File: src/rtl/booth_enc_stage.sv
// rtl/booth_enc_stage.sv - radix-4 Booth encode stage with 2-entry skid buffer
module booth_enc_stage #(
    parameter int TAG_W = 4
) (
    input  logic             clk,
    input  logic             rst,
    input  logic             flush,
    input  logic             in_valid,
    output logic             in_ready,
    input  logic [1:0]       in_op,
    input  logic [31:0]      in_rs1,
    input  logic [31:0]      in_rs2,
    input  logic [TAG_W-1:0] in_tag,
    output logic             out_valid,
    input  logic             out_ready,
    output logic [33:0]      out_multiplier1,
    output logic [16:0]      out_set0,
    output logic [16:0]      out_x2,
    output logic [16:0]      out_inv,
    output logic [1:0]       out_op,
    output logic [TAG_W-1:0] out_tag
);

    typedef struct packed {
        logic [33:0]      mult1;
        logic [16:0]      set0;
        logic [16:0]      x2;
        logic [16:0]      inv;
        logic [1:0]       op;
        logic [TAG_W-1:0] tag;
    } entry_t;

    entry_t     enc;
    entry_t     main_q;
    entry_t     skid_q;
    logic       main_valid;
    logic       skid_valid;
    logic       s1;
    logic       s2;
    logic [34:0] b_ext;
    logic       accept;
    logic       drain;

    // b_ext carries the implicit B[-1]=0 in bit 0 so digit i reads b_ext[2i+2:2i]
    always_comb begin
        enc   = '0;
        s1    = (in_op != 2'b11);
        s2    = !in_op[1];
        b_ext = {{2{s2 & in_rs2[31]}}, in_rs2, 1'b0};
        enc.mult1 = {{2{s1 & in_rs1[31]}}, in_rs1};
        enc.op    = in_op;
        enc.tag   = in_tag;
        for (int i = 0; i < 17; i++) begin
            case (b_ext[2*i+2 -: 3])
                3'b000, 3'b111: begin
                    enc.set0[i] = 1'b1;
                end
                3'b001, 3'b010: begin
                end
                3'b011: begin
                    enc.x2[i] = 1'b1;
                end
                3'b100: begin
                    enc.x2[i]  = 1'b1;
                    enc.inv[i] = 1'b1;
                end
                default: begin
                    enc.inv[i] = 1'b1;
                end
            endcase
        end
    end

    assign in_ready = !skid_valid;
    assign accept   = in_valid & in_ready;
    assign drain    = main_valid & out_ready;

    // skid holds the younger entry; it only fills while main is stalled
    always_ff @(posedge clk or posedge rst) begin
        if (rst) begin
            main_valid <= 1'b0;
            skid_valid <= 1'b0;
            main_q     <= '0;
            skid_q     <= '0;
        end else if (flush) begin
            main_valid <= 1'b0;
            skid_valid <= 1'b0;
        end else if (skid_valid) begin
            if (drain) begin
                main_q     <= skid_q;
                skid_valid <= 1'b0;
            end
        end else if (!main_valid || drain) begin
            main_valid <= accept;
            if (accept) begin
                main_q <= enc;
            end
        end else if (accept) begin
            skid_q     <= enc;
            skid_valid <= 1'b1;
        end
    end

    assign out_valid       = main_valid;
    assign out_multiplier1 = main_q.mult1;
    assign out_set0        = main_q.set0;
    assign out_x2          = main_q.x2;
    assign out_inv         = main_q.inv;
    assign out_op          = main_q.op;
    assign out_tag         = main_q.tag;

endmodule

File: config.mk
export PLATFORM = sky130hd
export DESIGN_NAME = booth_enc_stage
export DESIGN_NICKNAME = d
export VERILOG_FILES = /design/src/rtl/booth_enc_stage.sv
export SDC_FILE = /design/constraint.sdc
export NUM_CORES = 1
export LEC_CHECK = 0
export ABC_AREA = 1
export BUFFER_PORTS_ARGS = -buffer_cell sky130_fd_sc_hd__buf_2
export CAP_MARGIN = 25
export CORE_ASPECT_RATIO = 1.2
export CORE_MARGIN = 3
export CORE_UTILIZATION = 50
export CTS_CLUSTER_DIAMETER = 60
export DETAILED_ROUTE_END_ITERATION = 10
export MAX_ROUTING_LAYER = met4
export PLACE_DENSITY = 0.77
export SLEW_MARGIN = 10
export SYNTH_ARGS = -nofsm -noshare
export SYNTH_HDL_FRONTEND = slang
export SYNTH_SLANG_ARGS = --single-unit
File: constraint.sdc
create_clock -name clk -period 5.19 [get_ports clk]
set_input_delay 0.519 -clock clk [delete_from_list [all_inputs] [get_ports clk]]
set_output_delay 0.519 -clock clk [all_outputs]
set_load 0.02 [all_outputs]
### Word-level counts from Yosys, hierarchy flattened

Cells that the tools add are included.

* latch bits: 0
* RAM bits: 0
* bits of input ports: 75
* ROM bits: 0
* output and inout port bits: 93
* memories: 0
* register bits after elaboration: 183

* mux-type cells: 63
* bitwise logic cells: 7
* $lt $le $gt $ge: 0
* $mul: 0
* equal/unequal tests: 85
* reductions and logical operators: 76
* divide/modulo/power cells: 0
* shift-type cells: 0
* add/sub/neg operators: 0

Operator list (count)
* $mux 91: 4
* $eq 3x2->1 const B: 32
* $eq 3x3->1 const B: 32
* $reduce_or 5->1: 16
* $reduce_or 2->1: 33
* $mux 1: 59
* $eq 3x1->1 const B: 16
* $logic_not 3->1: 16
* $reduce_and 4->1: 2
* $reduce_bool 2->1: 3
* $and 1x1->1: 4
* $ne 2x2->1 const B: 2
* $logic_not 1->1: 3
* $not 1->1: 3
* $eq 2x1->1 const B: 1
* $eq 2x2->1 const B: 1
* $logic_not 2->1: 1
* $ne 2x1->1 const B: 1
* $reduce_and 2->1: 1
* $logic_or 1x1->1: 1

### Longest topological paths before layout

Gate-level depths: netlist of run 1.

* depth in word-level cells: 8
* depth in mapped cells: 9
* mapped depth without buffers: 7

### Least setup slack after synthesis of run 1

Ideal clock, no wire load.

* kind: register to output
* start: register skid_valid
* end: output port in_ready
* stages on the path, launching flop included: 5
* arrival time: 953 ps
* slack: 3718 ps
* cells stage by stage: dfrtp_1 > buf_6 > inv_4 > buf_2 > buf_2

* word-level cells in the longest chain between the ends: 1

Ends and longest elaborated chain
* start, declared: RTL line 37 `logic skid_valid;`
* start signal, assigned: RTL line 82 `skid_valid <= 1'b0;`
* start signal, assigned: RTL line 87 `skid_valid <= 1'b0;`
* start signal, assigned: RTL line 91 `skid_valid <= 1'b0;`
* $logic_not 1->1: RTL line 74 `assign in_ready = !skid_valid;`
* end, declared: RTL line 9 `output logic in_ready,`

No other way between the ends.

### Worst setup path in the final report of run 1

* start: register skid_valid
* end: register skid_q[84] (netlist name)

* word-level cells in the longest chain between the ends: 3

Ends and longest elaborated chain
* $logic_not 1->1: RTL line 74
* $and 1x1->1: RTL line 75 `assign accept = in_valid & in_ready;`
* $reduce_and 4->1 (no line) *
* end signal, assigned: RTL line 99 `skid_q <= enc;`
* end, declared: RTL line 35 `entry_t skid_q;`

Mark *: on every way between the ends. The rest lies on a longest branch, timed or not.
A chain may end at the register's enable or synchronous reset.

==> results of run 1 <==
## cells in the mapped netlist
master / count
nand2_1: 558
dfrtp_1: 180
o21ai_0: 133
inv_1: 62
o21ai_1: 38
nand3_1: 32
buf_2: 24
clkbuf_1: 17
buf_6: 12
o21ai_2: 6
buf_4: 5
nand2_2: 2
nor2_1: 2
a21oi_4: 1
conb_1: 1
inv_2: 1
inv_4: 1
nand2_4: 1
nor2_2: 1
or2_2: 1
## cells by family after synthesis
logic type,Yosys count,share of synthesized area (%)
other,1,0.0450
buffers and inverters,122,7.19
and+or+nand+nor,597,27.6
AOI/OAI and AO/OA,178,11.1
DFF,180,54.1
## cell type report
type	instances	area share, %
flip-flops and latches	180	46.6
multi-input cells	776	33.4
repair buffers	170	9.02
clock buffers	18	4.43
well taps	212	2.74
inverters	64	2.55
clock inverters	14	1.32
diodes	1	0.0258
## power by group through the flow
stage / combinational, mW / sequential [mW] / clock (mW)
after floorplan: 0.399 / 2.01 / 0
after global placement: 0.802 / 1.87 / 0
after detailed placement: 0.825 / 1.87 / 0
after CTS: 0.827 / 1.85 / 1.25
after global routing: 0.926 / 1.89 / 1.31
final: 0.811 / 1.86 / 1.23
## path summary, 6_finish.rpt
path                                                         to  depth (start not counted)                            start
worst min register to register  out_multiplier1[10]$_DFFE_PP0P_                          2  out_multiplier1[10]$_DFFE_PP0P_
max in group asynchronous                  skid_valid$_DFF_PP0_                          3                              rst
worst min-delay path                       skid_valid$_DFF_PP0_                          2                            flush
worst max-delay path                     skid_q[84]$_DFFE_PP0P_                          6             skid_valid$_DFF_PP0_
worst max register to register           skid_q[84]$_DFFE_PP0P_                          6             skid_valid$_DFF_PP0_
min in group asynchronous        out_multiplier1[6]$_DFFE_PP0P_                          3                              rst
## routing by layer
| layer | track usage [%] | vias up | part of all wire [%] |
|---|---|---|---|
| li1 | - | 3620 | - |
| met1 | 30.3 | 3244 | 45 |
| met2 | 35.6 | 168 | 48 |
| met3 | 3.75 | 31 | 5.0 |
| met4 | 8.64 | 0 | 2.6 |
| met5 | - | - | 0 |
## sequential cells by signal, summed over array words and instances (netlist names)
signal	cells
out_inv	17
out_multiplier1	33
out_op	2
out_set0	17
out_tag	4
out_valid	1
out_x2	16
skid_q	89
skid_valid	1
## placed cells by master, fill, tap and decap left out, drive strengths merged
master,count
buf,170
diode,1
conb,1
or2,1
dfrtp,180
nor2,3
inv,67
bufinv,1
clkinv,5
clkbuf,18
nand2,561
nand3,32
o21ai,177
a21oi,1
clkinvlp,5
## through the flow
| stage | power [mW] | hold slack [ps] | cells | util [%] |
|---|---|---|---|---|
| 6_report | 3.89 | 285 | 1435 | 59.5 |
| 3_5_place_dp | 2.70 | 460 | 1402 | 56.1 |
| 2_1_floorplan | 2.41 | 453 | 1078 | - |
| 5_1_grt | 4.13 | 274 | 1435 | 59.5 |
| 3_3_place_gp | 2.67 | 456 | 1402 | 56.1 |
| 4_1_cts | 3.93 | 268 | 1434 | 59.5 |
## worst max-delay path, stage by stage, from the launching register on
cell     delay [ps]
dfrtp_4         790
inv_4           330
nand2_2         160
nor2_2           60
nand2_4         690
buf_4           670
o21ai_0         170
==> summary.txt, run 1 <==
Synthesis
  – Netlist Area Pre-Place: 8330 um2
  – YS warnings: 0
  – Post-synth top area share: 54.1%
  – Register area share after synthesis: 54.1%
  – Syn avg cell area: 7.73 um2
  – Synth area leader: dfrtp_1
  – Syn Nets: 1153
  – Mapped Cells: 1078
  – Synthesis-stage register bit count: 180
  – Netlist cell types: 20
  – Synth area leaders: dfrtp_1 54%, nand2_1 25%, o21ai_0 8.0%, inv_1 2.8%, o21ai_1 2.3%

Route
  – Iter 0 DRT Violations: 544
  – WL per Instance: 13.7 um
  – Wirelength, routed: 19.7 mm
  – Vias/cell: 4.92
  – DR vias: 7063
  – Detailed Routing Iterations Pass 1: 5
  – Antenna-violating nets left: 0
  – Drt drc: 0

Worst setup path
  – Worst Setup Start Kind: flip-flop
  – Crit-path max FO: 101
  – R2r setup slk: 2110 ps
  – CP Capture Type: flip-flop
  – Worst Path Arrival: 3360 ps
  – Critical path class: flip-flop to flip-flop
  – CP required: 5470 ps

CTS
  – Post-CTS Resized: 0
  – Clock Sinks: 180
  – Worst-skew pair later-pin latency: 430 ps
  – Clock Tree Root: clkbuf_16
  – Max Root-Sink Buffers: 2
  – Cts bufs inserted: 17
  – CTS tree: built
  – Post-cts hold buffer count: 0
  – Clk slew on worst S/H paths: 70 ps
  – H-tree depth: 4
  – # Post-CTS Setup Buffers: 0

STA
  – Worst setup margin: 2110 ps
  – Slew at the pin closest to its max-slew limit: 985 ps
  – RSZ-0062 raised after global routing: false
  – Final setup violation count: 0
  – Total Neg Setup Slack: 0 ps
  – Period utilization: 59.3%
  – Relative slew margins: 34.3%
  – FMAX: 0.325 GHz
  – Clock Skew: 6.04 ps
  – Crit path time final: 3080 ps
  – Final Hold Fails: 0
  – Slew Viols, Final: 0

Power and ir drop
  – Power per cell area: 402 nW/um2
  – Psw: 1.25 mW
  – LEAKAGE: 5.36 nW
  – Clock Power Share: 31.5%
  – Power Internal: 2.64 mW
  – Peak VDD IR: 0.234 mV
  – Switch share: 32.2%
  – Reg power frac: 47.7%
  – Combinational share of power: 20.8%

Status
  – Status: finished, final reports clean

Placement
  – Post-DP Area: 9130 um2
  – Gp weighted congestion: 0.907
  – Detailed placement HPWL: 12.8 mm
  – Port bufs: 166
  – Worst slack, placed: 2130 ps

Finish
  – Finished Cell Area: 9680 um2
  – Fin nets: 1284
  – Reg area: 4510 um2
  – Fillers: 1512
  – Area of the multi-input gates: 3230 um2
  – Layout overhead on the synthesized area: 16.3%
  – Layout cells sized above 1: 17.8%

GRT
  – Tot GR Track Use: 22.9%
  – Initial antenna violation count: 1
  – Largest net degree at the start of global routing: 181
  – Vias in the first global route: 6606
  – First-pass GRT wire length: 32.2 mm
  – Total grt overflow: 0

Floorplan
  – Effective utilization at floorplan: 51.2%
  – Die Span Y: 147 um
  – Core region area: 16300 um2
  – Die width: 124 um
  – Ports: 168
  – Rows: 51
  – Area of the die: 18300 um2

Min path
  – Worst hold path class: input pin to flip-flop

Run
  – Max-cap violations: 0
Power figures use the tool's default switching activity.
==> run 2: changes to the inputs <==
Clock period 5.19 ns to 2.47 ns, I/O delays scaled along.
==> summary.txt, run 2 (synthesis results as in run 1) <==
Status
  – Status: finished, final reports clean (unchanged)

Route
  – Antenna-violating nets left: 0 (unchanged)
  – Detailed Routing Iterations Pass 1: 5 (unchanged)
  – Iter 0 DRT Violations: 511 (was 544)
  – Vias/cell: 4.97 (was 4.92)
  – Wirelength, routed: 20.0 mm (was 19.7 mm)
  – WL per Instance: 13.8 um (was 13.7 um)
  – DR vias: 7193 (was 7063)
  – Drt drc: 0 (unchanged)

Power and ir drop
  – Peak VDD IR: 0.476 mV (was 0.234 mV)
  – Power per cell area: 848 nW/um2 (was 402 nW/um2)
  – LEAKAGE: 5.47 nW (was 5.36 nW)

CTS
  – # Post-CTS Setup Buffers: 0 (unchanged)
  – Post-cts hold buffer count: 1 (was 0)
  – CTS tree: built (unchanged)
  – Cts bufs inserted: 17 (unchanged)
  – Max Root-Sink Buffers: 2 (unchanged)
  – Post-CTS Resized: 0 (unchanged)
  – Clock Sinks: 180 (unchanged)
  – H-tree depth: 4 (unchanged)
  – Clock Tree Root: clkbuf_16 (unchanged)
  – Worst-skew pair later-pin latency: 430 ps (about the same)
  – Clk slew on worst S/H paths: 60 ps (was 70 ps)

Finish
  – Layout Utilization: 60.7% (was 59.5%)
  – Reg area: 4510 um2 (unchanged)
  – Area of the multi-input gates: 3230 um2 (unchanged)
  – Number of flip-flops in the largest register: 89 (unchanged)
  – Fillers: 1451 (was 1512)
  – Layout cells sized above 1: 18.4% (was 17.8%)
  – Layout overhead on the synthesized area: 18.7% (was 16.3%)
  – Fin nets: 1296 (was 1284)
  – Commonest non-fill, non-tap cell in the layout: nand2_1 (unchanged)
  – Commonest cells after routing, fill and taps aside: 558 x nand2_1, 179 x dfrtp_1, 166 x buf_2 (unchanged)
  – Top reg by flops: skid_q (unchanged)

Worst setup path
  – Worst Path Arrival: 1650 ps (was 3360 ps)
  – Crit-path max FO: 39 (was 101)
  – Cells along the critical path: inv_4 > buf_4 > buf_2 (was inv_4 > nand2_2 > nor2_2 > nand2_4 > buf_4 > o21ai_0)
  – Worst path slowest cell: dfrtp_4 (unchanged)
  – CP required: 2220 ps (was 5470 ps)
  – CP Capture Type: output pin (was flip-flop)
  – Critical path class: flip-flop to output pin (was flip-flop to flip-flop)
  – Worst Setup Start Kind: flip-flop (unchanged)
  – Slowest cell delay on critical path: 500 ps (was 790 ps)

STA
  – Clock Skew: 7.26 ps (was 6.04 ps)
  – RSZ-0062 raised after global routing: false (unchanged)
  – Slew Viols, Final: 0 (unchanged)
  – Crit path time final: 1890 ps
  – Relative slew margins: 48.3% (was 34.3%)
  – Final setup violation count: 0 (unchanged)
  – Final Hold Fails: 0 (unchanged)
  – Worst setup margin: 575 ps (was 2110 ps)
  – Period utilization: 76.7%
  – Slew at the pin closest to its max-slew limit: 776 ps (was 985 ps)
  – FMAX: 0.528 GHz

Floorplan
  – Rows: 51 (unchanged)
  – Die Span Y: 147 um (unchanged)
  – Effective utilization at floorplan: 51.2% (unchanged)
  – Ports: 168 (unchanged)
  – Die width: 124 um (unchanged)
  – Core region area: 16300 um2 (unchanged)
  – Area of the die: 18300 um2 (unchanged)

GRT
  – First-pass GRT wire length: 32.7 mm (was 32.2 mm)
  – Vias in the first global route: 6675 (was 6606)
  – Total grt overflow: 0 (unchanged)
  – Tot GR Track Use: 23.3% (was 22.9%)
  – Largest net degree at the start of global routing: 82 (was 181)
  – Initial antenna violation count: 3 (was 1)

Min path
  – Worst hold path class: input pin to flip-flop (unchanged)

Placement
  – Detailed placement HPWL: 13.7 mm (was 12.8 mm)
  – Port bufs: 166 (unchanged)
  – Gp weighted congestion: 0.900 (was 0.907)
  – Worst slack, placed: 629 ps (was 2130 ps)

Run
  – Max-cap violations: 0 (unchanged)
run 2: power breakdown:
part / switching [mW] / leakage, nW / total [mW] / internal [mW]
combinational: 1.14 / 2.90 / 1.75 / 0.615
sequential: 0.326 / 2.28 / 3.89 / 3.56
clock: 1.16 / 0.281 / 2.74 / 1.58
run 2: layout make-up:
cell class / instances / share of cell area [%]
tap: 212 / 2.68
antenna: 3 / 0.0759
sequential: 180 / 45.6
clock inverter: 13 / 1.61
clock buffer: 17 / 4.30
timing repair buffer: 182 / 10.5
multi-input combinational: 776 / 32.7
inverter: 64 / 2.49
run 2: layer usage:
layer / track usage (%) / vias up / part of all wire [%]
li1: - / 3657 / -
met1: 29.0 / 3318 / 42
met2: 37.7 / 191 / 49
met3: 5.66 / 27 / 6.5
met4: 7.15 / 0 / 1.9
met5: - / - / 0
run 2: path summary, 6_finish.rpt:
kind                       slack [ps]  cells after the start                     from                       to
setup / recovery                  580                      3     skid_valid$_DFF_PP0_                 in_ready
hold / removal                     30                      2                    flush     skid_valid$_DFF_PP0_
setup reg to reg                  640                      7     skid_valid$_DFF_PP0_  out_set0[1]$_DFFE_PP0P_
hold reg to reg                   470                      2  out_inv[16]$_DFFE_PP0P_  out_inv[16]$_DFFE_PP0P_
max in group asynchronous        1240                      4                      rst   out_inv[1]$_DFFE_PP0P_
min in group asynchronous         400                      3                      rst   skid_q[64]$_DFFE_PP0P_
run 2: metrics by stage:
step	instance area [um2]	instances	TNS (ps)	hold slack, ps	total power [mW]
floorplan	8330	1078	-15410	354	5.07
finish	9880	1447	0	25.7	8.38
global route	9880	1447	0	39.4	8.86
CTS	9880	1444	0	8.70	8.45
global placement	9280	1413	0	308	5.64
detailed placement	9280	1413	0	305	5.71
run 2: worst max-delay path, delay by kind of cell (launching register included):
| kind | cells | cell delay [ps] |
|---|---|---|
| flip-flops | 1 | 500 |
| buffers and inverters | 3 | 680 |
==> run 3: changes to the inputs <==
Settings changed: CORE_UTILIZATION 50 to 51, PLACE_DENSITY 0.77 to 0.75.
Clock period 2.47 ns to 1.9 ns, I/O delays scaled along.
==> summary.txt, run 3 (synthesis results as in run 1) <==
Status
  – Status: finished, final reports clean (unchanged)

Floorplan
  – Rows: 50 (was 51)
  – Area of the die: 17900 um2 (was 18300 um2)
  – Ports: 168 (unchanged)
  – Core region area: 15800 um2 (was 16300 um2)
  – Die Span Y: 146 um (was 147 um)
  – Die width: 123 um (was 124 um)
  – Effective utilization at floorplan: 52.6% (was 51.2%)

STA
  – Slew Viols, Final: 0 (unchanged)
  – Final Hold Fails: 0 (unchanged)
  – Relative slew margins: 46.3% (was 48.3%)
  – Crit path time final: 1760 ps
  – Period utilization: 92.6%
  – FMAX: 0.569 GHz
  – Slew at the pin closest to its max-slew limit: 805 ps (was 776 ps)
  – RSZ-0062 raised after global routing: false (unchanged)
  – Worst hold slack: 17.5 ps (was 25.7 ps)
  – Clock Skew: 5.64 ps (was 7.26 ps)
  – Final setup violation count: 0 (unchanged)

CTS
  – Clk slew on worst S/H paths: 70 ps (was 60 ps)
  – Max Root-Sink Buffers: 2 (unchanged)
  – Cts bufs inserted: 17 (unchanged)
  – Clock Sinks: 180 (unchanged)
  – Clock Tree Root: clkbuf_16 (unchanged)
  – Worst-skew pair later-pin latency: 430 ps (about the same)
  – H-tree depth: 4 (unchanged)
  – CTS tree: built (unchanged)

Power and ir drop
  – LEAKAGE: 5.50 nW (was 5.47 nW)
  – Tot Pwr: 10.7 mW (was 8.38 mW)
  – Power per cell area: 1080 nW/um2 (was 848 nW/um2)
  – Peak VDD IR: 0.543 mV (was 0.476 mV)

Min path
  – Worst hold path class: input pin to flip-flop (unchanged)
  – Hold Path Origin: in_rs1[2] (was flush)

Route
  – WL per Instance: 13.8 um (about the same)
  – Vias/cell: 4.95 (was 4.97)
  – Antenna-violating nets left: 0 (unchanged)
  – DR vias: 7172 (was 7193)
  – Iter 0 DRT Violations: 426 (was 511)
  – Wirelength, routed: 20.1 mm (was 20.0 mm)
  – Drt drc: 0 (unchanged)
  – Detailed Routing Iterations Pass 1: 5 (unchanged)

Worst setup path
  – Worst Setup Start Kind: flip-flop (unchanged)
  – Slowest cell delay on critical path: 500 ps (about the same)
  – Critical path class: flip-flop to output pin (unchanged)
  – Worst setup path startpoint: skid_valid$_DFF_PP0_ (unchanged)
  – CP required: 1710 ps (was 2220 ps)
  – Reg2Reg Launch Point: skid_valid$_DFF_PP0_ (unchanged)
  – CP Capture Type: output pin (unchanged)
  – Worst Path Arrival: 1570 ps (was 1650 ps)
  – Cells along the critical path: inv_4 > buf_6 > buf_2 (was inv_4 > buf_4 > buf_2)
  – Worst path slowest cell: dfrtp_4 (unchanged)
  – Crit-path max FO: 37 (was 39)

Placement
  – Detailed placement HPWL: 13.6 mm (was 13.7 mm)
  – Inst Count DP: 1412 (was 1413)
  – Post-DP Area: 9330 um2 (was 9280 um2)
  – Gp weighted congestion: 0.843 (was 0.900)
  – Port bufs: 166 (unchanged)

Finish
  – Top reg by flops: skid_q (unchanged)
  – Non-Filler Instances: 1450 (was 1447)
  – Fin nets: 1303 (was 1296)
  – Finished Cell Area: 9940 um2 (was 9880 um2)
  – Layout overhead on the synthesized area: 19.3% (was 18.7%)
  – Fillers: 1412 (was 1451)
  – Layout Utilization: 62.8% (was 60.7%)
  – Number of flip-flops in the largest register: 89 (unchanged)
  – Commonest cells after routing, fill and taps aside: 558 x nand2_1, 179 x dfrtp_1, 166 x buf_2 (unchanged)
  – Area of the multi-input gates: 3230 um2 (unchanged)
  – Commonest non-fill, non-tap cell in the layout: nand2_1 (unchanged)
  – Layout cells sized above 1: 18.5% (was 18.4%)
  – Reg area: 4510 um2 (unchanged)

GRT
  – Initial antenna violation count: 2 (was 3)
  – Vias in the first global route: 6682 (was 6675)
  – First-pass GRT wire length: 32.8 mm (was 32.7 mm)
  – Tot GR Track Use: 23.6% (was 23.3%)
  – Total grt overflow: 0 (unchanged)
  – Largest net degree at the start of global routing: 100 (was 82)

Run
  – Max-cap violations: 0 (unchanged)
[run 3: cell count changes in the layout (fill, tap and decap cells not counted)]
cell	previous run	this run
bufinv_16	3	1
dlygate4sd3_1	1	5
buf_6	0	1
clkinvlp_4	4	3
buf_12	7	9
clkbuf_1	0	1
clkinv_2	4	2
inv_6	2	5
diode_2	3	2
clkinv_4	1	3
[run 3: what timing repair did]
| action | in CTS | in global routing |
|---|---|---|
| endpoints found under the hold margin | 22 | 0 |
| resized for setup | 0 | 1 |
| hold buffers | 5 | 0 |
| buffers inserted | 0 | 0 |
| endpoints found under the setup margin | 0 | 1 |
[run 3: worst max-delay path: cells and delay by family, from the launching register on]
kind                   cells  cell delay, ps
buffers and inverters      3             630
DFF                        1             500
[run 3: stage by stage]
step / worst slack, ps / setup TNS [ps]
after CTS: 20.2 / 0
after global placement: 351 / 0
after global routing: 84.8 / 0
after floorplan: -599 / -107750
final: 141 / 0
after detailed placement: 328 / 0
[run 3: path summary, 6_finish.rpt]
| path | endpoint | slack [ps] | depth (start not counted) |
|---|---|---|---|
| max | in_ready | 140 | 3 |
| min | skid_q[59]$_DFFE_PP0P_ | 20 | 3 |
| max reg2reg | out_multiplier1[14]$_DFFE_PP0P_ | 320 | 4 |
| min reg2reg | out_inv[8]$_DFFE_PP0P_ | 470 | 2 |
| max in group asynchronous | out_set0[16]$_DFFE_PP0P_ | 780 | 4 |
| min in group asynchronous | skid_q[59]$_DFFE_PP0P_ | 420 | 3 |
[run 3: metal layers]
layer,part of all wire [%],global-route usage [%],vias up
met5,0,-,-
met4,1.9,7.23,0
met3,5.2,5.37,31
met2,49,37.7,177
met1,44,29.8,3308
li1,-,-,3656
[run 3: report_power, final]
group | switching (mW) | leakage, nW | internal (mW)
registers | 0.423 | 2.28 | 4.63
clock network | 1.54 | 0.268 | 1.82
logic | 1.49 | 2.95 | 0.817
total | 3.45 | 5.50 | 7.27
[run 3: area by class of cell]
type                            instances  share of cell area (%)
Sequential cell                       180                    45.4
Multi-Input combinational cell        776                    32.5
Timing Repair Buffer                  189                    11.4
Clock buffer                           18                    4.32
Tap cell                              208                    2.62
Inverter                               64                    2.48
Clock inverter                         13                    1.26
Antenna cell                            2                  0.0504
